### src/rtl/miner_pkg.sv
// Shared constants, result tags and FSM state type for the miner job dispatcher.
// Optional feature macro: MINER_JOB_CHECKSUM_EN (adds a trailing XOR checksum byte to each job packet).
package miner_pkg;

  localparam int BUDGET_W      = 40;
  localparam int PAYLOAD_BYTES = 52;
  localparam int JOB_W         = PAYLOAD_BYTES * 8;
  localparam int RESULT_BYTES  = 5;

`ifdef MINER_JOB_CHECKSUM_EN
  localparam int JOB_BYTES   = 53;
  localparam bit CHECKSUM_EN = 1'b1;
`else
  localparam int JOB_BYTES   = 52;
  localparam bit CHECKSUM_EN = 1'b0;
`endif

  localparam logic [7:0] TAG_FOUND     = 8'h01;
  localparam logic [7:0] TAG_EXHAUSTED = 8'h02;
  localparam logic [7:0] TAG_NAK       = 8'h03;

  typedef enum logic [1:0] {
    ST_IDLE = 2'd0,
    ST_LOAD = 2'd1,
    ST_RUN  = 2'd2,
    ST_TX   = 2'd3
  } state_e;

endpackage

### src/rtl/miner_result_serializer.sv
// Sends one {tag, 32-bit payload} result as five bytes over a valid/ready byte stream.
module miner_result_serializer
  import miner_pkg::*;
(
  input  logic        clk_i,
  input  logic        rst_ni,
  input  logic        load_i,
  input  logic [7:0]  tag_i,
  input  logic [31:0] payload_i,
  input  logic        tx_ready_i,
  output logic [7:0]  tx_data_o,
  output logic        tx_valid_o,
  output logic        done_o
);

  logic [31:0] shift_q;
  logic [2:0]  left_q;
  logic [7:0]  tx_data_q;
  logic        tx_valid_q;
  logic        fire_s;

  assign fire_s     = tx_valid_q && tx_ready_i;
  assign done_o     = fire_s && (left_q == 3'd0);
  assign tx_data_o  = tx_data_q;
  assign tx_valid_o = tx_valid_q;

  // Byte sequencer: tag goes out first, then payload MSB to LSB
  always_ff @(posedge clk_i or negedge rst_ni) begin
    if (!rst_ni) begin
      shift_q    <= 32'd0;
      left_q     <= 3'd0;
      tx_data_q  <= 8'd0;
      tx_valid_q <= 1'b0;
    end else if (load_i) begin
      shift_q    <= payload_i;
      left_q     <= 3'(RESULT_BYTES - 1);
      tx_data_q  <= tag_i;
      tx_valid_q <= 1'b1;
    end else if (fire_s) begin
      if (left_q == 3'd0) begin
        tx_data_q  <= 8'd0;
        tx_valid_q <= 1'b0;
      end else begin
        tx_data_q <= shift_q[31:24];
        shift_q   <= {shift_q[23:0], 8'd0};
        left_q    <= left_q - 3'd1;
      end
    end else begin
      tx_valid_q <= tx_valid_q;
    end
  end

endmodule

### src/rtl/miner_job_dispatcher.sv
// Host-side miner job dispatcher: byte-stream job intake, bounded scan, 5-byte result frame.
// Optional feature macro: MINER_JOB_CHECKSUM_EN (53-byte packets with XOR checksum, NAK on mismatch).
module miner_job_dispatcher
  import miner_pkg::*;
#(
  parameter int LOOP_LOG2    = 5,
  parameter int DRAIN_CYCLES = 72
) (
  input  logic         hash_clk,
  input  logic         reset_n,
  input  logic [7:0]   rx_data,
  input  logic         rx_valid,
  output logic         rx_ready,
  output logic [7:0]   tx_data,
  output logic         tx_valid,
  input  logic         tx_ready,
  output logic [255:0] midstate,
  output logic [95:0]  work_data,
  output logic [31:0]  nonce_min,
  output logic [31:0]  nonce_max,
  output logic         miner_reset,
  input  logic [31:0]  golden_nonce,
  input  logic         new_golden_nonce,
  output logic         busy
);

  state_e              state_q;
  logic [5:0]          byte_cnt_q;
  logic [JOB_W-1:0]    job_q;
  logic [BUDGET_W-1:0] budget_q;
  logic [7:0]          csum_q;
  logic                nak_q;
  logic                rx_ready_q;
  logic                miner_reset_q;
  logic                busy_q;

  logic                rx_fire_s;
  logic [BUDGET_W-1:0] span_s;
  logic [BUDGET_W-1:0] budget_init_s;
  logic                frame_load_s;
  logic [7:0]          frame_tag_s;
  logic [31:0]         frame_payload_s;
  logic                tx_done_s;

  assign midstate    = job_q[JOB_W-1 -: 256];
  assign work_data   = job_q[159:64];
  assign nonce_min   = job_q[63:32];
  assign nonce_max   = job_q[31:0];
  assign rx_ready    = rx_ready_q;
  assign miner_reset = miner_reset_q;
  assign busy        = busy_q;
  assign rx_fire_s   = rx_valid && rx_ready_q;

  // Span is widened before the +1 so the full 2**32 range fits
  assign span_s        = {8'd0, nonce_max - nonce_min} + 40'd1;
  assign budget_init_s = (span_s << LOOP_LOG2) + BUDGET_W'(DRAIN_CYCLES);

  // Result frame selection; FOUND takes priority over budget expiry
  always_comb begin
    frame_load_s    = 1'b0;
    frame_tag_s     = TAG_NAK;
    frame_payload_s = 32'd0;
    case (state_q)
      ST_LOAD: begin
        if (nak_q) begin
          frame_load_s = 1'b1;
        end else if (nonce_max < nonce_min) begin
          frame_load_s    = 1'b1;
          frame_tag_s     = TAG_EXHAUSTED;
          frame_payload_s = nonce_max;
        end else begin
          frame_load_s = 1'b0;
        end
      end
      ST_RUN: begin
        if (new_golden_nonce) begin
          frame_load_s    = 1'b1;
          frame_tag_s     = TAG_FOUND;
          frame_payload_s = golden_nonce;
        end else if (budget_q <= 40'd1) begin
          frame_load_s    = 1'b1;
          frame_tag_s     = TAG_EXHAUSTED;
          frame_payload_s = nonce_max;
        end else begin
          frame_load_s = 1'b0;
        end
      end
      default: frame_load_s = 1'b0;
    endcase
  end

  // Main job FSM with registered handshake and miner-control outputs
  always_ff @(posedge hash_clk or negedge reset_n) begin
    if (!reset_n) begin
      state_q       <= ST_IDLE;
      byte_cnt_q    <= 6'd0;
      job_q         <= '0;
      budget_q      <= '0;
      csum_q        <= 8'd0;
      nak_q         <= 1'b0;
      rx_ready_q    <= 1'b1;
      miner_reset_q <= 1'b1;
      busy_q        <= 1'b0;
    end else begin
      case (state_q)
        ST_IDLE: begin
          if (rx_fire_s) begin
            csum_q <= csum_q ^ rx_data;
            if (byte_cnt_q < 6'(PAYLOAD_BYTES)) begin
              job_q <= {job_q[JOB_W-9:0], rx_data};
            end
            if (byte_cnt_q == 6'(JOB_BYTES - 1)) begin
              nak_q      <= CHECKSUM_EN && (csum_q != rx_data);
              csum_q     <= 8'd0;
              byte_cnt_q <= 6'd0;
              rx_ready_q <= 1'b0;
              busy_q     <= 1'b1;
              state_q    <= ST_LOAD;
            end else begin
              byte_cnt_q <= byte_cnt_q + 6'd1;
            end
          end
        end
        ST_LOAD: begin
          if (frame_load_s) begin
            state_q <= ST_TX;
          end else begin
            budget_q      <= budget_init_s;
            miner_reset_q <= 1'b0;
            state_q       <= ST_RUN;
          end
        end
        ST_RUN: begin
          if (frame_load_s) begin
            miner_reset_q <= 1'b1;
            state_q       <= ST_TX;
          end else begin
            budget_q <= budget_q - 40'd1;
          end
        end
        ST_TX: begin
          if (tx_done_s) begin
            nak_q      <= 1'b0;
            rx_ready_q <= 1'b1;
            busy_q     <= 1'b0;
            state_q    <= ST_IDLE;
          end
        end
        default: begin
          miner_reset_q <= 1'b1;
          rx_ready_q    <= 1'b1;
          busy_q        <= 1'b0;
          state_q       <= ST_IDLE;
        end
      endcase
    end
  end

  miner_result_serializer u_serializer (
    .clk_i      (hash_clk),
    .rst_ni     (reset_n),
    .load_i     (frame_load_s),
    .tag_i      (frame_tag_s),
    .payload_i  (frame_payload_s),
    .tx_ready_i (tx_ready),
    .tx_data_o  (tx_data),
    .tx_valid_o (tx_valid),
    .done_o     (tx_done_s)
  );

endmodule

### config.mk
export PLATFORM = sky130hd
export DESIGN_NAME = miner_job_dispatcher
export DESIGN_NICKNAME = d
export VERILOG_FILES = /design/src/rtl/miner_pkg.sv /design/src/rtl/miner_result_serializer.sv /design/src/rtl/miner_job_dispatcher.sv
export SDC_FILE = /design/constraint.sdc
export NUM_CORES = 1
export LEC_CHECK = 0
export BUFFER_PORTS_ARGS = -buffer_cell sky130_fd_sc_hd__buf_2
export CORE_MARGIN = 2
export CORE_UTILIZATION = 60
export CTS_CLUSTER_SIZE = 14
export DETAILED_ROUTE_END_ITERATION = 7
export GPL_TIMING_DRIVEN = 0
export PLACE_DENSITY = 0.84
export SETUP_SLACK_MARGIN = 0.5
export SYNTH_ARGS = -nofsm -noshare
export SYNTH_HDL_FRONTEND = slang
export SYNTH_SLANG_ARGS = --single-unit
### constraint.sdc
create_clock -name hash_clk -period 9.18 [get_ports hash_clk]
set_input_delay 1.377 -clock hash_clk [delete_from_list [all_inputs] [get_ports hash_clk]]
set_output_delay 1.377 -clock hash_clk [all_outputs]
set_load 0.05 [all_outputs]
[Word level (Yosys, flattened, before mapping)]
Index checks and enable logic that the tools add are counted.
Storage, ports and cells
  bits in registers: 512
  input bits: 45
  output and inout port bits: 428
  logic and storage cells: 98
Operators by class
  $add $sub $neg: 6
  magnitude comparators: 3
  eq/ne operators: 11
  muxes and demuxes: 49
  reductions and logical operators: 17
Operators with widths (number)
  $mux W32: 7
  $mux W40: 2
  $pmux W40 S2: 1
  $pmux W32 S2: 1
  $le A40 B1 Y1 const B: 1
  $sub A40 B1 Y40 const B: 1
  $add A38 B7 Y39 const B: 1
  $add A32 B1 Y33 const B: 1
  $lt A32 B32 Y1: 1
  $sub A32 B32 Y32: 1
  $mux W8: 3
  $mux W1: 19
  $pmux W8 S2: 1
  $ne A2 B2 Y1 const B: 7
  $mux W2: 5
  $pmux W1 S2: 5
  $mux W3: 3
  $reduce_and A3 Y1: 3
  $pmux W2 S4: 1
  $reduce_and A4 Y1: 2
  $reduce_bool A2 Y1: 4
  $add A6 B1 Y6 const B: 1
  $eq A6 B6 Y1 const B: 1
  $lt A6 B6 Y1 const B: 1
  8 further kinds: 13

[Longest topological paths before layout]
  word-level depth: 6
  mapped depth: 17
  gate-level depth less buffers: 17

[By module]
From an unflattened synthesis, not the netlist that was laid out.
Second synthesis, totals
  cells, all modules: 2233
  area, all modules: 25275.5 sq um
By module, submodules not included
  miner_job_dispatcher: times used 1, cells an instance 2019, area each 23109.7 sq um, seq. area each 11688.7 sq um
  miner_result_serializer: times used 1, cells an instance 214, area each 2165.8 sq um, seq. area each 1101.1 sq um

[Worst setup path after synthesis]
No wires, ideal clock.
  path type: reg2reg
  from: register job_q[38]
  to: register budget_q[34]
  library setup time: 94 ps
  arrival time: 4286 ps
  data required time: 9086 ps
  setup slack: 4800 ps
  stages on the path, launching flop included: 16
  buffers on the path: 1
  period minus slack after synthesis: 4380 ps
  cells stage by stage: dfrtp_1 inv_1 ha_1 buf_4 a41o_1 a222oi_1 o211ai_1 and2_1 a31o_2 xnor2_2 or4_4 o31ai_2 nand4_1 nor3b_2 xor2_1 a221oi_2
On the way
  longest elaborated chain between the ends: 6
  elaborated cells on any way between the ends: 12
  classes of those cells: add/sub (3); order compare (1); eq/ne (2); mux (5); reduce/logical (1)
RTL lines
  start: declaration: line miner_job_dispatcher.sv:29  | logic [JOB_W-1:0] job_q;
  start signal: assignment: line miner_job_dispatcher.sv:110  | job_q <= {job_q[JOB_W-9:0], rx_data};
  branches (longest 6 deep; another with $add A38 B7 Y39)
  end signal: assignment: line miner_job_dispatcher.sv:128  | budget_q <= budget_init_s;
  end signal: assignment: line miner_job_dispatcher.sv:138  | budget_q <= budget_q - 40'd1;
  end: declaration: line miner_job_dispatcher.sv:30  | logic [BUDGET_W-1:0] budget_q;
Several ways; the timed one is not identified. The select of a mux whose other input is x is not followed.
A chain may end at the register's enable or synchronous reset.

[Worst setup path after layout]
  from: register job_q[0]
  to: register u_serializer.shift_q[25]
On the way
  longest elaborated chain between the ends: 6
  elaborated cells on any way between the ends: 11
  classes of those cells: order compare (1); eq/ne (1); mux (7); reduce/logical (2)
RTL lines
  $lt A32 B32 Y1 (*): line miner_job_dispatcher.sv:67  | end else if (nonce_max < nonce_min) begin
  $mux W1: line miner_job_dispatcher.sv:67
  $mux W1: line miner_job_dispatcher.sv:65  | if (nak_q) begin
  $pmux W1 S2: line miner_job_dispatcher.sv:63  | case (state_q)
  $ne A2 B2 Y1 (no line) / $reduce_bool A2 Y1 (equally long branches)
  $reduce_and A2 Y1 (no line)
  end signal: assignment: line miner_result_serializer.sv:35  | shift_q <= payload_i;
  end signal: assignment: line miner_result_serializer.sv:45  | shift_q <= {shift_q[23:0], 8'd0};
  end: declaration: line miner_result_serializer.sv:16  | logic [31:0] shift_q;
Every way passes the cells marked *; elsewhere a longest branch is shown, timed or not.

==> flow_metrics.env <==
export IMPL_area_growth_pct=19.8
export IMPL_grt_max_degree=136
export IMPL_finalWorstSetupSlack_ns=3.74
export IMPL_core_area_um2=40700
export IMPL_io_buffers=471
export IMPL_p_leak_nw=15.2
export IMPL_gp_congestion=0.968
export IMPL_cts_sinks=511
export IMPL_drive_gt1_share_pct=36.4
export IMPL_p_switching_mw=6.08
export IMPL_wl_per_cell_um=24.1
export IMPL_place_ws_ns=3.96
export IMPL_clock_skew_final_ns=0.0288
export IMPL_power_density_nw_per_um2=415
export IMPL_fin_crit_ns=5.44
export IMPL_nets=2826
export IMPL_tightest_slew_ns=1.02
export IMPL_worstPathArrival_ns=5.96
export IMPL_synth_top_area_share_pct=51.5
export IMPL_first_iter_violations=2072
export IMPL_pwr_share_comb_pct=55.9
export IMPL_drt_pass1_iter_count=7
export IMPL_clock_power_share_pct=17.8
export IMPL_ys_types=98
export IMPL_routed_wl_mm=79.6
export IMPL_avgViaCountPerCell=6.26
export IMPL_fin_area_um2=29600
export IMPL_ctsHoldBuffers=0
export IMPL_async_flop_share_pct=100
export IMPL_yosysSeqAreaShare_pct=51.7
export IMPL_fmax_mhz=184
export IMPL_p_int_mw=6.22
export IMPL_cts_tree="done"
export IMPL_antenna_left=0
export IMPL_synth_fp_nets=2298
export IMPL_fillers=2776
export IMPL_worstSetupEndpointType="register"
export IMPL_clock_latency_ns=0.62
export IMPL_cts_root_buf="clkbuf_16"
export IMPL_hpwl_mm=60.4
export IMPL_avgSynthCellArea_um2=11.2
export IMPL_slew_violations=0
export IMPL_synth_edf_count=0
export IMPL_met1_length_mm=31.7
export IMPL_clockBufferDepth=3
export IMPL_grt_ovfl_total=0
export IMPL_antenna_found_initial=0
export IMPL_clk_pin_slew_ns=0.06
export IMPL_setup_viol=0
export IMPL_route_vias_total=20700
export IMPL_finalCritPeriodShare_pct=59.3
export IMPL_netlist_area_um2=24700
export IMPL_antenna_cells=0
export IMPL_crit_path_max_fanout=10
export IMPL_synth_area_leaders="dfrtp_1, mux2_2, nand2_1, o21ai_0, ha_1"
export IMPL_die_h_um=207
export IMPL_num_io_pins=473
export IMPL_synth_seq_cells=511
export IMPL_hp_class="reg2reg"
export IMPL_grt_pass1_wl_mm=122
export IMPL_synth_warnings=0
export IMPL_crit_required_ns=9.70
export IMPL_peakVddDrop_uv=462
export IMPL_htree_levels=2
export IMPL_grt_use_total_pct=36.5
export IMPL_status="finished, final reports clean"
export IMPL_die_x_um=207
export IMPL_cts_buffers=51
export IMPL_route_met3_wl_mm=6.32
export IMPL_cts_repair_resize_count=0
export IMPL_hold_violations=0
export IMPL_grt_pass1_vias=20200
export IMPL_post_dp_cell_area_um2=27900
export IMPL_relSlewSlack_pct=32.3
export IMPL_num_rows=74
export IMPL_maxCapViolations=0
export IMPL_rsz0062_at_grt="false"
export IMPL_p_seq_share_pct=26.3
export IMPL_cts_setup_buffers=0
export IMPL_dieArea_um2=42900
export IMPL_top_layer_used="met4"
export IMPL_dr_wl_met2_mm=38.0
export IMPL_switching_share_pct=49.4
export IMPL_critPathLaunchType="register"
export IMPL_synth_main_ff_cell="dfrtp_1"
export IMPL_synth_area_leader_cell="dfrtp_1"
export IMPL_syn_instance_count=2209
export IMPL_initial_core_util_pct=60.7
export IMPL_drcViolationCount=0
export IMPL_path_class="reg2reg"
[layout by cell type, fill, tap and decap left out, types with 11 or more instances in the layout]
master     Yosys  layout
nor4_1        15      15
buf_2         15     485
xor2_1        19      19
o31ai_1       12      12
ha_1          43      43
a211oi_1      11      11
o21ai_0      144     144
o211ai_1      11      11
o22ai_1       13      13
dfrtp_1      509     509
nor2_1       109     109
a21o_1        15      15
nand3_1       46      46
nand4_1       20      20
nand2_1      245     245
xnor2_1       50      50
clkbuf_16      0      52
nor3_1        34      34
or3_1         13      13
clkbuf_8       0      11
a31oi_1       35      35
and2_1        16      16
and3_1        16      16
inv_1         65      65
clkbuf_1      93     105
mux2_2       384     384
a21oi_1       65      65
[path summary, 6_finish.rpt]
check	startpoint	endpoint	slack [ns]	cells after the start
max	job_q[0]$_DFFE_PN0P_	u_serializer.shift_q[25]$_DFFE_PN0P_	3.74	15
min	miner_reset$_DFFE_PN1P_	miner_reset$_DFFE_PN1P_	0.46	2
max reg2reg	job_q[0]$_DFFE_PN0P_	u_serializer.shift_q[25]$_DFFE_PN0P_	3.74	15
min reg2reg	miner_reset$_DFFE_PN1P_	miner_reset$_DFFE_PN1P_	0.46	2
max in group asynchronous	reset_n	job_q[7]$_DFFE_PN0P_	6.30	4
min in group asynchronous	reset_n	byte_cnt_q[5]$_DFFE_PN0P_	0.80	1
[worst max-delay path: stages, from the launching register on]
cell	delay, ns
dfrtp_1	0.55
inv_1	0.12
ha_1	0.23
fa_1	0.43
nand2b_1	0.25
a21boi_4	0.27
o21ai_2	0.15
o31ai_4	0.34
a41oi_1	0.28
o31ai_1	0.86
nor2_1	0.21
o21ai_1	0.32
clkbuf_1	0.42
clkbuf_1	0.44
o21ai_0	0.27
a31oi_1	0.22
[final cells by class]
class | instances | area [um2] | share of cell area (%)
timing repair buffer | 475 | 2480 | 8.36
clock buffer | 75 | 1500 | 5.05
sequential | 511 | 12800 | 43.1
inverter | 65 | 244 | 0.823
clock inverter | 18 | 258 | 0.869
buffer | 116 | 462 | 1.56
tap | 532 | 666 | 2.25
multi-input combinational | 1517 | 11300 | 38.0
[power by group through the flow]
stage                     registers (mW)  logic [mW]  clock network, mW
after floorplan                     3.80        4.34                  0
after global placement              3.22        6.61                  0
after detailed placement            3.24        6.75                  0
after CTS                           3.21        6.79               2.19
after global routing                3.26        7.44               2.30
final                               3.24        6.88               2.18
[per-stage QoR]
step	utilization (%)	power, mW	hold WS (ns)	instances	setup TNS (ns)
after CTS	72.8	12.2	0.468	3309	0
after detailed placement	68.5	9.99	0.459	3216	0
after global routing	72.8	13.0	0.509	3309	0
after global placement	68.2	9.84	0.453	3212	-1602.82
after floorplan	-	8.13	0.446	2209	0
final	72.8	12.3	0.463	3309	0
[kinds of logic after synthesis]
kind of cell               after synthesis  share of synthesized area [%]
and+or+nand+nor                        585                           11.4
DFF                                    511                           51.7
AOI/OAI and AO/OA                      429                           11.5
muxes                                  384                           17.5
buffers and inverters                  181                           2.85
xor gates and xnor gates                75                           2.84
adders and majority gates               44                           2.26
[registers in the layout, summed over array words and instances, names as in the netlist]
| name | cells |
|---|---|
| miner_reset | 1 |
| rx_ready | 1 |
| byte_cnt_q | 6 |
| u_serializer.tx_data_o | 8 |
| state_q | 2 |
| u_serializer.shift_q | 32 |
| u_serializer.tx_valid_o | 1 |
| job_q | 416 |
| budget_q | 40 |
| busy | 1 |
| u_serializer.left_q | 3 |
[synth_stat cells, types with 13 or more instances]
library cell,n
nand2_1,245
o22ai_1,13
and3_1,16
nor2_1,109
inv_1,65
buf_2,15
ha_1,43
a21oi_1,65
nand3_1,46
dfrtp_1,509
mux2_2,384
nor4_1,15
nor3_1,34
nand4_1,20
o21ai_0,144
xor2_1,19
xnor2_1,50
or3_1,13
a21o_1,15
a31oi_1,35
clkbuf_1,93
and2_1,16
[routing by layer]
metal / track usage (%) / vias to the layer above
li1: - / 9015
met1: 49.0 / 10500
met2: 58.8 / 983
met3: 6.78 / 207
met4: 15.1 / 0
met5: 0 / -
Power figures use the tool's default switching activity.
